## src/rtl/mpuf_pkg.sv

```systemverilog
// Shared types and helpers for the multi-PUF evaluation controller.
package mpuf_pkg;

   localparam int unsigned DEF_CW = 32;
   localparam int unsigned DEF_RW = 32;

   typedef enum logic [2:0] {
      ST_IDLE   = 3'd0,
      ST_CLEAR  = 3'd1,
      ST_SETTLE = 3'd2,
      ST_SAMPLE = 3'd3,
      ST_DONE   = 3'd4
   } state_t;

   // Cycles spent per vote round: clear pulse, settle wait, one sample cycle.
   function automatic int unsigned round_len(input int unsigned clr_cyc,
                                             input int unsigned settle_cyc);
      return clr_cyc + settle_cyc + 1;
   endfunction

   function automatic int unsigned clog2(input int unsigned v);
      int unsigned r = 0;
      int unsigned x = 1;
      while (x < v) begin
         x = x << 1;
         r++;
      end
      return r;
   endfunction

endpackage

```

## src/rtl/mpuf_vote_acc.sv

```systemverilog
// Per-bit vote counters; majority and disagreement flags reflect the count
// including the sample being accumulated this cycle.
module mpuf_vote_acc
   import mpuf_pkg::*;
#(
   parameter int unsigned RW    = DEF_RW,
   parameter int unsigned NVOTE = 3
) (
   input  logic          clk,
   input  logic          clr,
   input  logic          start,
   input  logic          acc,
   input  logic [RW-1:0] o,
   output logic [RW-1:0] resp_c,
   output logic [RW-1:0] unstable_c
);

   localparam int unsigned CNW = clog2(NVOTE + 1);

   logic [CNW-1:0] cnt     [RW];
   logic [CNW-1:0] cnt_nxt [RW];

   always_comb begin
      for (int i = 0; i < int'(RW); i++) begin
         cnt_nxt[i]    = cnt[i] + (acc ? CNW'(o[i]) : CNW'(0));
         resp_c[i]     = cnt_nxt[i] > CNW'(NVOTE / 2);
         unstable_c[i] = (cnt_nxt[i] != CNW'(0)) && (cnt_nxt[i] != CNW'(NVOTE));
      end
   end

   always_ff @(posedge clk) begin
      if (clr || start) begin
         for (int i = 0; i < int'(RW); i++) cnt[i] <= '0;
      end else if (acc) begin
         for (int i = 0; i < int'(RW); i++) cnt[i] <= cnt_nxt[i];
      end
   end

endmodule

```

## src/rtl/mpuf_eval_ctrl.sv

```systemverilog
// Sequences NVOTE clear/settle/sample rounds of the PUF array for one challenge
// and returns the majority response plus an unstable-bit mask.
module mpuf_eval_ctrl
   import mpuf_pkg::*;
#(
   parameter int unsigned CW         = DEF_CW,
   parameter int unsigned RW         = DEF_RW,
   parameter int unsigned CLR_CYC    = 2,
   parameter int unsigned SETTLE_CYC = 5,
   parameter int unsigned NVOTE      = 3
) (
   input  logic          clk,
   input  logic          clr,
   input  logic          chal_valid,
   output logic          chal_ready,
   input  logic [CW-1:0] chal,
   output logic [CW-1:0] puf_c,
   output logic          puf_clear,
   output logic          puf_clr,
   input  logic [RW-1:0] puf_o,
   output logic          resp_valid,
   input  logic          resp_ready,
   output logic [RW-1:0] resp,
   output logic [RW-1:0] unstable,
   output logic          busy
);

   localparam int unsigned PH_MAX = (CLR_CYC > SETTLE_CYC) ? CLR_CYC : SETTLE_CYC;
   localparam int unsigned PW     = (clog2(PH_MAX) < 1) ? 1 : clog2(PH_MAX);
   localparam int unsigned IW     = (clog2(NVOTE) < 1) ? 1 : clog2(NVOTE);

   if (NVOTE < 1 || (NVOTE % 2) == 0) begin : g_bad_nvote
      $error("mpuf_eval_ctrl: NVOTE must be odd and >= 1");
   end
   if (CLR_CYC < 1 || SETTLE_CYC < 1) begin : g_bad_timing
      $error("mpuf_eval_ctrl: CLR_CYC and SETTLE_CYC must be >= 1");
   end

   state_t          state, state_nxt;
   logic [PW-1:0]   phase, phase_nxt;
   logic [IW-1:0]   rnd, rnd_nxt;
   logic            accept, vote_acc, load_resp, ready_q;
   logic [RW-1:0]   resp_c, unstable_c;

   mpuf_vote_acc #(.RW(RW), .NVOTE(NVOTE)) u_vote (
      .clk        (clk),
      .clr        (clr),
      .start      (accept),
      .acc        (vote_acc),
      .o          (puf_o),
      .resp_c     (resp_c),
      .unstable_c (unstable_c)
   );

   // ready is forced low while reset is asserted so no challenge slips in
   assign chal_ready = ready_q & ~clr;

   always_ff @(posedge clk) begin
      if (clr) begin
         state <= ST_IDLE;
         phase <= '0;
         rnd   <= '0;
      end else begin
         state <= state_nxt;
         phase <= phase_nxt;
         rnd   <= rnd_nxt;
      end
   end

   always_comb begin
      state_nxt = state;
      phase_nxt = phase;
      rnd_nxt   = rnd;
      accept    = 1'b0;
      vote_acc  = 1'b0;
      load_resp = 1'b0;
      case (state)
         ST_IDLE: begin
            if (chal_valid && chal_ready) begin
               accept    = 1'b1;
               phase_nxt = '0;
               rnd_nxt   = '0;
               state_nxt = ST_CLEAR;
            end
         end
         ST_CLEAR: begin
            if (phase == PW'(CLR_CYC - 1)) begin
               phase_nxt = '0;
               state_nxt = ST_SETTLE;
            end else begin
               phase_nxt = phase + PW'(1);
            end
         end
         ST_SETTLE: begin
            if (phase == PW'(SETTLE_CYC - 1)) begin
               phase_nxt = '0;
               state_nxt = ST_SAMPLE;
            end else begin
               phase_nxt = phase + PW'(1);
            end
         end
         ST_SAMPLE: begin
            vote_acc = 1'b1;
            if (rnd == IW'(NVOTE - 1)) begin
               load_resp = 1'b1;
               state_nxt = ST_DONE;
            end else begin
               rnd_nxt   = rnd + IW'(1);
               state_nxt = ST_CLEAR;
            end
         end
         ST_DONE: begin
            if (resp_ready) state_nxt = ST_IDLE;
         end
         default: state_nxt = ST_IDLE;
      endcase
   end

   // Status outputs are registered from the next state so they align with it.
   always_ff @(posedge clk) begin
      if (clr) begin
         ready_q    <= 1'b1;
         busy       <= 1'b0;
         puf_clear  <= 1'b0;
         puf_clr    <= 1'b0;
         resp_valid <= 1'b0;
         puf_c      <= '0;
         resp       <= '0;
         unstable   <= '0;
      end else begin
         ready_q    <= (state_nxt == ST_IDLE);
         busy       <= (state_nxt != ST_IDLE);
         puf_clear  <= (state_nxt == ST_CLEAR);
         puf_clr    <= (state_nxt == ST_CLEAR);
         resp_valid <= (state_nxt == ST_DONE);
         if (accept) puf_c <= chal;
         if (load_resp) begin
            resp     <= resp_c;
            unstable <= unstable_c;
         end
      end
   end

endmodule
```

## config.mk

```make
export PLATFORM = sky130hd
export DESIGN_NAME = mpuf_eval_ctrl
export DESIGN_NICKNAME = d
export VERILOG_FILES = /design/src/rtl/mpuf_pkg.sv /design/src/rtl/mpuf_vote_acc.sv /design/src/rtl/mpuf_eval_ctrl.sv
export SDC_FILE = /design/constraint.sdc
export NUM_CORES = 1
export LEC_CHECK = 0
export ABC_AREA = 1
export ABC_CLOCK_PERIOD_IN_PS = 2900
export BUFFER_PORTS_ARGS = -buffer_cell sky130_fd_sc_hd__clkbuf_2
export CAP_MARGIN = 15
export CORE_MARGIN = 4
export CORE_UTILIZATION = 35
export CTS_CLUSTER_DIAMETER = 40
export DETAILED_ROUTE_END_ITERATION = 8
export GPL_TIMING_DRIVEN = 0
export HOLD_SLACK_MARGIN = 0.12
export MAX_ROUTING_LAYER = met4
export PLACE_DENSITY = 0.68
export SETUP_SLACK_MARGIN = 0.1
export SLEW_MARGIN = 0
export SYNTH_ARGS = -nofsm -noshare
export SYNTH_HDL_FRONTEND = slang
export SYNTH_SLANG_ARGS = --single-unit
export TNS_END_PERCENT = 5
```

## constraint.sdc

```tcl
create_clock -name clk -period 2.9 [get_ports clk]
set_clock_uncertainty 0.1 [all_clocks]
set_input_delay 0.435 -clock clk [delete_from_list [all_inputs] [get_ports clk]]
set_output_delay 0.435 -clock clk [all_outputs]
set_load 0.01 [all_outputs]
```

==> key figures <==
STA
  – Max frequency: 0.390 GHz
  – Final setup margin: 333 ps
  – Final hold violations: 0
  – Final setup vio count: 0
  – Max Slew Vio Count: 0
  – Slew margin rel.: 0.392
  – Slew @ Worst Pin: 913 ps
  – Period Utilization, post-route: 0.885
  – RSZ-0062 raised after global routing: false
  – Min Tclk post-route: 2570 ps

Synthesis
  – Top post-synthesis cells by count: nor2_1, dfxtp_1, inv_1
  – Synth Area in Compound Gates: 0.0869
  – Async SR Flop Fraction: 0
  – Largest family of logic cells by synthesized area: simple AND/OR/NAND/NOR gates
  – Primary FF master, synth: dfxtp_1
  – Multiplexer area fraction after synthesis: 0
  – Post-Synth XOR/XNOR Area: 0.0588
  – Sequential element share of the synthesized area: 0.537
  – Syn_nets: 950
  – YS warnings: 0
  – EDFF count, synth: 64
  – Adder-cell share of the synthesized area: 0.0806
  – Mean Syn Cell Area: 9.13 µm²
  – Largest area contributor in the synthesized netlist: dfxtp_1
  – Area share of the largest cell type after synthesis: 0.284
  – Synthesized instance count: 833
  – Cell area after synthesis: 7600 µm²
  – #FFs+latches synth: 172
  – Post-Synth Simple-Gate Area: 0.162
  – Leading cell types by total area after synthesis: dfxtp_1, edfxtp_1, nor2_1
  – Most frequent cell after synthesis: nor2_1
  – Distinct cells, synth: 25

GRT
  – First-pass GRT wire length: 31700 µm
  – Gr usage total: 0.172
  – Number of global-route vias before repair: 6089
  – Largest net degree at the start of global routing: 65
  – Grt ovf: 0
  – Initial antenna violation count: 1

Critical path
  – Worst EP required: 2840 ps
  – Worst R2R End: u_vote.cnt[12][0]
  – Worst R2R Setup Slack: 330 ps
  – Slowest stage delay, CP: 850 ps
  – Worst path arrival time: 2510 ps
  – Worst r2r path cells: 4
  – WS Path Type: flip-flop to flip-flop
  – Reg-to-Reg Start: state[1]
  – Crit end category: flip-flop
  – CP Cell Sequence: buf_4, nand3_4, clkdlybuf4s15_1, nand2_4
  – CP max-delay cell: nand2_4
  – Critical Path Start Type: flip-flop
  – Crit Path Max Fanout: 64

Detailed routing
  – Total Wirelength: 20000 µm
  – Remaining antenna violation count: 0
  – Drt pass-1 iters: 5
  – Detailed Route Iter0 Violations: 288
  – Avg Vias per Cell: 4.59
  – DR vias: 6055
  – Drt drc: 0
  – DR WL/cell: 15.2 µm

Place
  – HPWL after DPL: 14200 µm
  – GPL Wtd Cong: 0.790
  – Number of port buffers: 167
  – Post-place setup slack: 277 ps
  – Placed cell areas: 8790 µm²

Clock network
  – Clk_lat worst skew: 420 ps
  – H-tree depth: 4
  – CTS Sinks: 172
  – Clk slew on worst S/H paths: 70 ps
  – CTS Buf Count: 17
  – CTS tree: built
  – Post-CTS setup buffer count: 0
  – CTS Root Cell: clkbuf_16
  – Clock buffer depth: 2

Final layout
  – Final #Nets: 1146
  – Final Instance Area: 9470 µm²
  – Synth-to-Final Area Change: 24.6%
  – Share of cells above drive strength 1: 0.230

Die
  – Full die area: 24100 µm²
  – Die Span X: 155 µm
  – Die H: 155 µm
  – # IOs: 169
  – Row cnt: 53
  – Core area: 21200 µm²
  – Starting Density: 0.358

Pwr
  – Maximum vdd drop: 430 µV
  – Power per cell area: 577 nW/µm²
  – Final Power: 5.46 mW
  – Leak Pwr: 4.50 nW

Worst hold path
  – Worst Hold Depth: 3
  – Worst hold endpoint: puf_c[4]
  – Min-delay src: chal[4]
  – Hold WC Path Type: primary input to flip-flop

Run
  – Max cap viols: 0

Status
  – Status: finished clean
worst max-delay path: cells and delay by family (launching register included):
family / cells / cell delay [ps]
AND/OR/NAND/NOR: 2 / 1000
buffers and inverters: 2 / 730
flip-flops: 1 / 310
area by class of cell:
| cell class | instances | area [µm²] |
|---|---|---|
| clock inverters | 13 | 129 |
| plain buffers | 41 | 239 |
| well taps | 275 | 344 |
| diodes | 1 | 2.50 |
| clock buffers | 19 | 443 |
| flip-flops and latches | 172 | 4080 |
| multi-input cells | 533 | 2960 |
| repair buffers | 177 | 936 |
| inverters | 87 | 332 |
| fillers | 2079 | 11800 |
worst max-delay path by stage:
stage / end / cells past startpoint / from
after global routing: resp[29] / 10 / state[2]
final: u_vote.cnt[12][0] / 4 / state[1]
after floorplan: u_vote.cnt[0][0] / 6 / clr
after global placement: u_vote.cnt[14][2] / 4 / state[2]
after detailed placement: u_vote.cnt[14][3] / 4 / state[2]
after CTS: u_vote.cnt[13][3] / 4 / state[2]
power breakdown:
group          internal, mW  leakage [nW]  switching, mW  total [mW]
registers              2.63          1.55         0.0518        2.68
logic                 0.210          2.67          0.325       0.534
clock network          1.23         0.276           1.02        2.24
per-layer routing:
metal  track usage  part of all wire  vias up
met2         0.275              0.47      206
li1              -                 -     3079
met4        0.0333            0.0067        0
met5             -                 0        -
met3        0.0503             0.079       11
met1         0.218              0.45     2759
per-stage QoR:
stage / util / TNS, ps / hold WS [ps] / std cells
5_1_grt: 0.446 / 0 / 125 / 1318
2_1_floorplan: - / 0 / 343 / 833
3_3_place_gp: 0.414 / -16910 / 354 / 1275
3_5_place_dp: 0.414 / 0 / 356 / 1275
4_1_cts: 0.445 / 0 / 121 / 1316
6_report: 0.446 / 0 / 135 / 1318
cells by family after synthesis:
| logic type | Yosys count |
|---|---|
| adders and majority gates | 49 |
| buffers and inverters | 128 |
| DFF | 172 |
| AOI/OAI and AO/OA | 132 |
| and+or+nand+nor | 301 |
| xor gates and xnor gates | 51 |
sequential cells by signal, indices dropped and copies added (netlist names):
| name | cells |
|---|---|
| busy | 1 |
| phase | 3 |
| puf_c | 32 |
| puf_clr | 1 |
| ready_q | 1 |
| resp | 32 |
| resp_valid | 1 |
| rnd | 2 |
| state | 3 |
| u_vote.cnt | 64 |
| unstable | 32 |
cells in the final DEF, fill, tap and decap left out, drive strengths merged, types with 19 or more instances in the layout:
| cell type | n |
|---|---|
| a21oi | 67 |
| xnor2 | 32 |
| inv | 93 |
| clkbuf | 197 |
| ha | 49 |
| nand2 | 56 |
| xor2 | 19 |
| edfxtp | 64 |
| nor2 | 230 |
| buf | 29 |
| dfxtp | 108 |
| o21ai | 65 |
what timing repair did:
action                                  CTS  global route
endpoints found under the hold margin     9             1
hold buffers                              9             1
endpoints found under the setup margin    0             1
resized for setup                         0             2
(Power assumes the default switching activity.)
